<file path="src/rtl/link_tx_pkg.sv">
// link_tx_pkg: shared sizing constants and state encoding for the link
// transmitter and its credit counter.
//   PAYLOAD_SIZE / ADDR_BITS : flit field widths (flit = payload + address)
//   FIFO_LOG2                : log2 of the downstream fifo depth
//   FIFO_DEPTH_LOG2          : width base for credit counts (count is +1 wide)
//   FIFO_DEPTH               : downstream fifo depth, default credit budget
package link_tx_pkg;
   localparam int PAYLOAD_SIZE    = 4;
   localparam int ADDR_BITS       = 4;
   localparam int FLIT_W          = PAYLOAD_SIZE + ADDR_BITS;
   localparam int FIFO_LOG2       = 2;
   localparam int FIFO_DEPTH_LOG2 = FIFO_LOG2;
   localparam int FIFO_DEPTH      = 1 << FIFO_LOG2;
   localparam int CREDIT_W        = FIFO_DEPTH_LOG2 + 1;

   typedef enum logic [1:0] {
      IDLE    = 2'd0,
      ACTIVE  = 2'd1,
      BLOCKED = 2'd2
   } tx_state_t;
endpackage

</file>
<file path="src/rtl/link_tx_credit_counter.sv">
// credit_counter: up/down saturating counter of free downstream slots.
//   clk, reset : clock, asynchronous active-low reset (count reloads to MAX)
//   inc        : one slot freed downstream
//   dec        : one flit sent (caller only asserts while nonzero)
//   count      : current credit count
//   nonzero    : count != 0
//   overflow   : inc with no dec while already at MAX (count saturates)
module credit_counter
   import link_tx_pkg::*;
#(
   parameter int MAX = FIFO_DEPTH,
   parameter int W   = CREDIT_W
) (
   input  logic         clk,
   input  logic         reset,
   input  logic         inc,
   input  logic         dec,
   output logic [W-1:0] count,
   output logic         nonzero,
   output logic         overflow
);
   localparam logic [W-1:0] MAX_W = W'(MAX);

   logic [W-1:0] count_nxt;

   assign nonzero  = (count != '0);
   assign overflow = inc & ~dec & (count == MAX_W);

   always_comb begin
      count_nxt = count;
      unique case ({inc, dec})
         2'b10:   if (count != MAX_W) count_nxt = count + 1'b1;
         2'b01:   if (nonzero)        count_nxt = count - 1'b1;
         default: count_nxt = count;  // idle, or inc and dec cancel out
      endcase
   end

   always_ff @(posedge clk or negedge reset) begin
      if (!reset) count <= MAX_W;
      else        count <= count_nxt;
   end
endmodule

</file>
<file path="src/rtl/link_tx.sv">
// link_tx: credit-based transmitter for one router output port. Pops the
// local output fifo one flit per cycle while downstream credits remain and
// registers each popped flit onto the link.
//   clk, reset  : clock, asynchronous active-low reset
//   tx_en       : allow popping; when low, the flit in the output reg drains
//   fifo_empty  : local fifo empty
//   fifo_item   : local fifo head (combinational at read pointer)
//   fifo_read   : combinational pop strobe to the local fifo
//   tx_valid    : registered flit valid on the link
//   tx_data     : registered flit on the link
//   credit_in   : one-cycle pulse, one downstream slot freed
//   credits     : current credit count
//   blocked     : state is BLOCKED (data waiting, no credits)
//   credit_err  : sticky credit overflow flag, cleared only by reset
module link_tx
   import link_tx_pkg::*;
#(
   parameter int ROUTERID = -1,
   parameter int CREDITS  = FIFO_DEPTH
) (
   input  logic                clk,
   input  logic                reset,
   input  logic                tx_en,
   input  logic                fifo_empty,
   input  logic [FLIT_W-1:0]   fifo_item,
   output logic                fifo_read,
   output logic                tx_valid,
   output logic [FLIT_W-1:0]   tx_data,
   input  logic                credit_in,
   output logic [CREDIT_W-1:0] credits,
   output logic                blocked,
   output logic                credit_err
);
   // Debug-only router index; kept visible for waveform inspection.
   logic [31:0] unused_router_id;
   assign unused_router_id = ROUTERID;

   tx_state_t state, state_nxt;
   logic      nonzero;
   logic      overflow;
   logic      pending;
   logic      pop;

   // Credit gating uses the registered count, so a credit returned in
   // cycle N is first spendable in cycle N+1. Gating with reset keeps the
   // fifo from being drained while the link is held in reset.
   assign pending   = tx_en & ~fifo_empty;
   assign pop       = reset & pending & nonzero;
   assign fifo_read = pop;
   assign blocked   = (state == BLOCKED);

   credit_counter #(
      .MAX (CREDITS),
      .W   (CREDIT_W)
   ) u_credits (
      .clk      (clk),
      .reset    (reset),
      .inc      (credit_in),
      .dec      (pop),
      .count    (credits),
      .nonzero  (nonzero),
      .overflow (overflow)
   );

   // Every state shares the same exits: a pop means ACTIVE, data waiting
   // without a pop can only mean zero credits (BLOCKED), else IDLE.
   always_comb begin
      state_nxt = state;
      unique case (state)
         IDLE, ACTIVE, BLOCKED: begin
            if (pop)          state_nxt = ACTIVE;
            else if (pending) state_nxt = BLOCKED;
            else              state_nxt = IDLE;
         end
         default: state_nxt = IDLE;
      endcase
   end

   always_ff @(posedge clk or negedge reset) begin
      if (!reset) begin
         state      <= IDLE;
         tx_valid   <= 1'b0;
         tx_data    <= '0;
         credit_err <= 1'b0;
      end else begin
         state    <= state_nxt;
         tx_valid <= pop;
         if (pop)      tx_data    <= fifo_item;
         if (overflow) credit_err <= 1'b1;
      end
   end
endmodule

</file>
<file path="config.mk">
export PLATFORM = sky130hd
export DESIGN_NAME = link_tx
export DESIGN_NICKNAME = d
export VERILOG_FILES = /design/src/rtl/link_tx_pkg.sv /design/src/rtl/link_tx_credit_counter.sv /design/src/rtl/link_tx.sv
export SDC_FILE = /design/constraint.sdc
export NUM_CORES = 1
export LEC_CHECK = 0
export BUFFER_PORTS_ARGS = -buffer_cell sky130_fd_sc_hd__buf_2
export CORE_MARGIN = 2
export CORE_UTILIZATION = 35
export CTS_BUF_LIST = sky130_fd_sc_hd__clkbuf_4 sky130_fd_sc_hd__clkbuf_8 sky130_fd_sc_hd__clkbuf_16
export DETAILED_ROUTE_END_ITERATION = 16
export PLACE_DENSITY = 0.65
export REMOVE_ABC_BUFFERS = 1
export SETUP_SLACK_MARGIN = 0.2
export SLEW_MARGIN = 20
export SYNTH_ARGS = -nofsm -noshare
export SYNTH_HDL_FRONTEND = slang
export SYNTH_SLANG_ARGS = --single-unit
export TNS_END_PERCENT = 100
</file>
<file path="constraint.sdc">
create_clock -name clk -period 5.5 [get_ports clk]
set_input_delay 1.1 -clock clk [delete_from_list [all_inputs] [get_ports clk]]
set_output_delay 1.1 -clock clk [all_outputs]
set_load 0.005 [all_outputs]
</file>
==> results.py, run 1 <==
metrics = {
    "run_status": {
        "status": "completed",
    },
    "sta": {
        "fin_worst_skew_ps": 4.215,
        "max_freq_ghz": 0.2855,
        "rsz0062_at_grt": "no",
        "hold_viol": 0,
        "fin_crit_sh_pct": 63.68,
        "worst_slack_ps": 1998,
        "setup_tns_ps": 0,
        "finalMaxSlewViolations": 0,
        "worstMarginPinSlew_ps": 343.2,
        "fin_crit_ps": 3503,
        "relSlewSlack_pct": 77.12,
        "setup_viol": 0,
    },
    "clocking": {
        "post_cts_buffers": 0,
        "clockBufferDepth": 2,
        "cts.reportedPaths.clkPinSlew_ps": 80,
        "clock_sinks": 15,
        "cts-root-buf": "clkbuf_4",
        "cts.htree.levels": 1,
        "cts_made_buffers": 3,
        "ctsHoldBuffers": 0,
        "cts_resized": 0,
        "cts_tree": "built",
        "clk_latency_ps": 270,
    },
    "logic_synthesis": {
        "async_reset_ff_share_pct": 100.0,
        "netlist_area_sq_um": 713.2,
        "ys_types": 32,
        "synth-edff-count": 0,
        "ys_warn_count": 0,
        "yosys-top-cells-area": "dfrtp_1 (49%), mux2_2 (13%), dfstp_2 (3.7%)",
        "syn_inst": 56,
        "synth_top_area_share_pct": 49.12,
        "ys_ff_latch": 15,
        "synth-seq-area-share_pct": 52.81,
        "synthFlopType": "dfrtp_1",
        "synth_top_cell_by_area": "dfrtp_1",
        "syn_avg_cell_area_sq_um": 12.74,
    },
    "critical_path": {
        "cp_common_cell": "buf_2",
        "path_max_fanout": 16,
        "rrSetupSlack_ps": 3250,
        "cp_slowest_cell": "and3b_1",
        "slowest_delay_ps": 430,
        "worst_setup_path_end_kind": "output port",
        "worstPathCellList": "buf_2, and3b_1, o31a_2, buf_2",
        "critPathKind": "in -> out",
        "start_kind": "input pin",
        "crit_required_ps": 4400,
        "arrival_ps": 2400,
    },
    "routing": {
        "routedWlPerCell_microns": 11.63,
        "drtIter0Drc": 5,
        "via_count": 534,
        "final_antenna_net_count": 0,
        "wl_microns": 1279,
        "vias_per_cell": 4.855,
        "dr.pass1.iters": 4,
        "drc_errors": 0,
    },
    "final_layout": {
        "fin_nets": 98,
        "fillers": 203,
        "synthToLayoutAreaGrowth_pct": 24.04,
        "seqCellArea_sq_um": 376.6,
        "layout-drive-gt1-share_pct": 50.60,
        "post-route-util_pct": 45.55,
        "finalNonFillerCells": 110,
        "insertedDiodeCount": 0,
        "multi_input_area_sq_um": 294.0,
    },
    "global_route": {
        "antenna_found_initial": 0,
        "grt_pass1_vias": 532,
        "grt_start_max_net_pins": 17,
        "grt-ovfl-total": 0,
        "grt_util_all_layers_pct": 11.84,
        "grt_pass1_wl_microns": 2270,
    },
    "floorplan": {
        "core_area_sq_um": 1942,
        "die_h_microns": 49.14,
        "num_rows": 16,
        "io_pins": 28,
        "die_x_microns": 49.14,
        "initial_utilization_pct": 36.73,
        "dieArea_sq_um": 2415,
    },
    "flow_run": {
        "cap_violations": 0,
    },
    "place": {
        "io_buffers": 27,
        "place_inst": 106,
        "pre_cts_ws_ps": 1920,
        "dpl.hpwl_microns": 983.2,
        "gp_congestion": 0.7432,
    },
    "power_and_ir_drop": {
        "leakagePower_nw": 0.4171,
        "finalPower_mw": 0.4025,
        "p_per_area_nw_per_um2": 455.0,
        "ir_drop_uv": 222.1,
    },
    "worst_hold_path": {
        "holdCritPathClass": "reg -> reg",
    },
}
## synthesized netlist by cell type (all sizes together), types with 2 or more instances
master and number:
nor2b 2, dfrtp 14, inv 4, mux2 8, buf 3
## power breakdown
part	internal, mW	switching, mW	total (mW)
clock network	0.0330	0.0312	0.0642
registers	0.156	0.0359	0.192
logic	0.0845	0.0617	0.146
## metal layers
metal / wire, microns / vias up / GRT usage [%]
li1: - / 254 / -
met1: 554 / 259 / 14.60
met2: 614 / 21 / 20.50
met3: 110 / 0 / 3.067
met4: 0 / 0 / 2.857
met5: 0 / - / 0
## per-stage QoR
stage / hold slack [ps] / instance area [sq um]
after floorplan: 450.4 / 685.7
after global placement: 471.8 / 854.6
after detailed placement: 468.6 / 854.6
after CTS: 491.7 / 884.6
after global routing: 529.6 / 884.6
final: 487.9 / 884.6
## critical path: cells and delay by family
kind / cells / cell delay, ps
AOI/OAI and AO/OA: 1 / 400
buffers and inverters: 2 / 470
and+or+nand+nor: 1 / 430
## cells in the final DEF (no fill, tap or decap), types with 2 or more instances in the layout
cell type and instances:
buf_2 27, nor2b_1 2, dfrtp_1 14, clkbuf_4 4
mux2_2 8, inv_1 4
## layout make-up
cell class / count / share of cell area, %
multi-input cells: 33 / 33.24
well taps: 27 / 3.819
flip-flops and latches: 15 / 42.57
clock buffers: 4 / 3.395
inverters: 4 / 1.697
repair buffers: 27 / 15.28
## state kept, by name (all words and copies together), names as in the netlist
signal           cells
credit_err           1
tx_data              8
tx_valid             1
u_credits.count      3
state                2
## logic make-up after synthesis
kind of cell	count (synthesis)	share of synthesized area (%)
buffers and inverters	8	5.963
XOR/XNOR	2	2.457
adder cells (fa/ha/maj)	1	2.807
AO/OA/AOI/OAI	12	14.21
flip-flops	15	52.81
AND/OR/NAND/NOR	10	9.122
multiplexers	8	12.63
## path summary, 6_finish.rpt
| check | end | start | depth (start not counted) |
|---|---|---|---|
| max | fifo_read | reset | 4 |
| min | credit_err$_DFFE_PN0P_ | credit_err$_DFFE_PN0P_ | 1 |
| max reg2reg | u_credits.count[2]$_DFFE_PN1P_ | u_credits.count[2]$_DFFE_PN1P_ | 5 |
| min reg2reg | credit_err$_DFFE_PN0P_ | credit_err$_DFFE_PN0P_ | 1 |
| max in group asynchronous | u_credits.count[2]$_DFFE_PN1P_ | reset | 1 |
| min in group asynchronous | tx_data[5]$_DFFE_PN0P_ | reset | 1 |
No activity file was read; power rests on OpenSTA's default activity.
==> run 2: changes to the inputs <==
Settings changed: ABC_AREA set to 1, PLACE_DENSITY 0.65 to 0.67.
Clock period 5.5 ns to 2.8 ns, I/O delays scaled along.
==> results.py, run 2 <==
metrics = {
    "power_and_ir_drop": {
        "p_per_area_nw_per_um2": 862.8,
        "p_comb_share_pct": 38.2,
        "finalPower_mw": 0.7676,
        "p_sw_share_pct": 35.72,
        "intPower_mw": 0.4934,
        "switching_power_mw": 0.2742,
        "clkPwrFrac_pct": 16.8,
        "ir_drop_uv": 421.4,
        "leakagePower_nw": 0.5195,
        "p_seq_share_pct": 44.9,
    },
    "logic_synthesis": {
        "syn_inst": 77,
        "synthFlopType": "dfrtp_1",
        "synth_top_cell_by_area": "dfrtp_1",
        "synth-edff-count": 0,
        "syn_avg_cell_area_sq_um": 9.116,
        "ys_warn_count": 0,
        "async_reset_ff_share_pct": 100.0,
        "netlist_area_sq_um": 701.9,
        "synth_top_area_share_pct": 49.91,
        "ys_types": 20,
        "ys_ff_latch": 15,
        "synth_commonest_cells": "nand2_1 (30), dfrtp_1 (14), inv_1 (8)",
        "yosysMostFrequentCell": "nand2_1",
        "yosys-top-cells-area": "dfrtp_1 (50%), nand2_1 (16%), inv_1 (4.3%)",
        "synth-seq-area-share_pct": 53.65,
    },
    "routing": {
        "vias_per_cell": 4.179,
        "drc_errors": 0,
        "wl_microns": 1224,
        "routedWlPerCell_microns": 9.134,
        "dr.pass1.iters": 4,
        "final_antenna_net_count": 0,
        "drtIter0Drc": 5,
        "via_count": 560,
    },
    "sta": {
        "fin_crit_ps": 2154,
        "fin_worst_skew_ps": 1.735,
        "setup_viol": 0,
        "finalHoldWorstSlack_ps": 172.5,
        "max_freq_ghz": 0.4643,
        "worstMarginPinSlew_ps": 338.1,
        "setup_tns_ps": 0,
        "finalMaxSlewViolations": 0,
        "hold_viol": 0,
        "rsz0062_at_grt": "no",
        "fin_crit_sh_pct": 76.92,
        "relSlewSlack_pct": 77.46,
    },
    "final_layout": {
        "layout-drive-gt1-share_pct": 40.19,
        "synthToLayoutAreaGrowth_pct": 26.74,
        "regMostFlops": "tx_data",
        "layout_commonest_cell": "nand2_1",
        "fillers": 200,
        "fin_nets": 122,
        "final_cell_mix": "nand2_1 (30), buf_2 (27), dfrtp_1 (14)",
        "insertedDiodeCount": 0,
        "top_regs": "tx_data: 8 flops, u_credits.count: 3 flops, state: 2 flops",
        "largest_register_ffs": 8,
    },
    "clocking": {
        "ctsHoldBuffers": 0,
        "cts.htree.levels": 1,
        "cts.reportedPaths.clkPinSlew_ps": 90,
        "cts-root-buf": "clkbuf_4",
        "clock_sinks": 15,
        "clockBufferDepth": 2,
        "clk_latency_ps": 270,
        "cts_made_buffers": 3,
        "post_cts_buffers": 0,
        "cts_resized": 0,
        "cts_tree": "built",
    },
    "place": {
        "dpl.hpwl_microns": 943.9,
        "gp_congestion": 0.8208,
        "io_buffers": 27,
    },
    "floorplan": {
        "num_rows": 16,
        "core_area_sq_um": 1922,
        "die_x_microns": 48.78,
        "die_h_microns": 48.78,
        "io_pins": 28,
        "initial_utilization_pct": 36.52,
        "dieArea_sq_um": 2379,
    },
    "critical_path": {
        "r2r_cells": 9,
        "cp_common_cell": "buf_2",
        "worstPathCellList": "buf_2, inv_1, nor2_4, nand2_4, inv_2, buf_2",
        "critPathKind": "in -> out",
        "crit_required_ps": 2240,
        "worst_setup_path_end_kind": "output port",
        "path_max_fanout": 16,
        "rr_startpoint": "u_credits.count[2]$_DFFE_PN1P_",
        "rrSetupSlack_ps": 1160,
        "arrival_ps": 1590,
        "cp_slowest_cell": "buf_2",
        "r2r-end": "u_credits.count[2]$_DFFE_PN1P_",
        "start_kind": "input pin",
        "slowest_delay_ps": 300,
    },
    "global_route": {
        "grt_start_max_net_pins": 17,
        "grt_pass1_wl_microns": 2194,
        "grt-ovfl-total": 0,
        "grt_util_all_layers_pct": 11.99,
        "grt_pass1_vias": 528,
        "antenna_found_initial": 0,
    },
    "flow_run": {
        "cap_violations": 0,
    },
    "worst_hold_path": {
        "holdCritPathClass": "in -> async",
    },
    "run_status": {
        "status": "completed",
    },
}
==> run 2: cell type report <==
| cell class | count | area [sq um] | share of cell area [%] |
|---|---|---|---|
| tap | 27 | 33.78 | 3.797 |
| sequential | 15 | 376.6 | 42.33 |
| clock buffer | 4 | 30.03 | 3.376 |
| timing repair buffer | 27 | 135.1 | 15.19 |
| multi-input combinational | 49 | 266.5 | 29.96 |
| inverter | 12 | 47.55 | 5.345 |
==> run 2: layer usage <==
| layer | vias up | part of all wire (%) | GRT usage, % |
|---|---|---|---|
| met3 | 0 | 7.9 | 4.294 |
| met1 | 248 | 47 | 15.14 |
| li1 | 293 | - | - |
| met4 | 0 | 0 | 4.286 |
| met2 | 19 | 45 | 18.95 |
| met5 | - | 0 | 0 |
==> run 2: worst max-delay path, delay by kind of cell <==
| kind | cells | cell delay [ps] |
|---|---|---|
| buf+inv | 4 | 730 |
| simple gates | 2 | 290 |
==> run 2: stage by stage <==
step | setup WS (ps) | area (sq um) | std cells | util, %
after floorplan | 1132 | 690.7 | 76 | -
after global placement | 643.5 | 859.6 | 130 | 44.73
after detailed placement | 606.9 | 859.6 | 130 | 44.73
after CTS | 604.4 | 889.6 | 134 | 46.29
after global routing | 491.9 | 889.6 | 134 | 46.29
final | 646.2 | 889.6 | 134 | 46.29
==> run 2: cells by family (layout without fill, tap and decap cells) <==
| kind of cell | count (synthesis) | after routing | synth area share (%) |
|---|---|---|---|
| flops | 15 | 15 | 53.66 |
| buf+inv | 13 | 43 | 8.378 |
| xor+xnor | 1 | 1 | 1.248 |
| simple gates | 45 | 45 | 32.08 |
| compound gates | 2 | 2 | 1.782 |
| fa+ha+maj | 1 | 1 | 2.852 |
==> run 2: power by group through the flow <==
| stage | sequential [mW] | clock (mW) | combinational [mW] |
|---|---|---|---|
| global placement | 0.350 | 0 | 0.298 |
| floorplan | 0.356 | 0 | 0.177 |
| finish | 0.345 | 0.129 | 0.293 |
| global route | 0.357 | 0.150 | 0.336 |
| detailed placement | 0.350 | 0 | 0.298 |
| CTS | 0.347 | 0.137 | 0.300 |
==> run 2: how the worst max path moves through the flow <==
stage	startpoint	to	slack (ps)	depth (start not counted)
after floorplan	fifo_empty	u_credits.count[2]$_DFFE_PN1P_	1130	10
after global placement	reset	fifo_read	640	6
after detailed placement	reset	fifo_read	610	6
after CTS	reset	fifo_read	600	6
after global routing	reset	fifo_read	490	6
final	reset	fifo_read	650	6
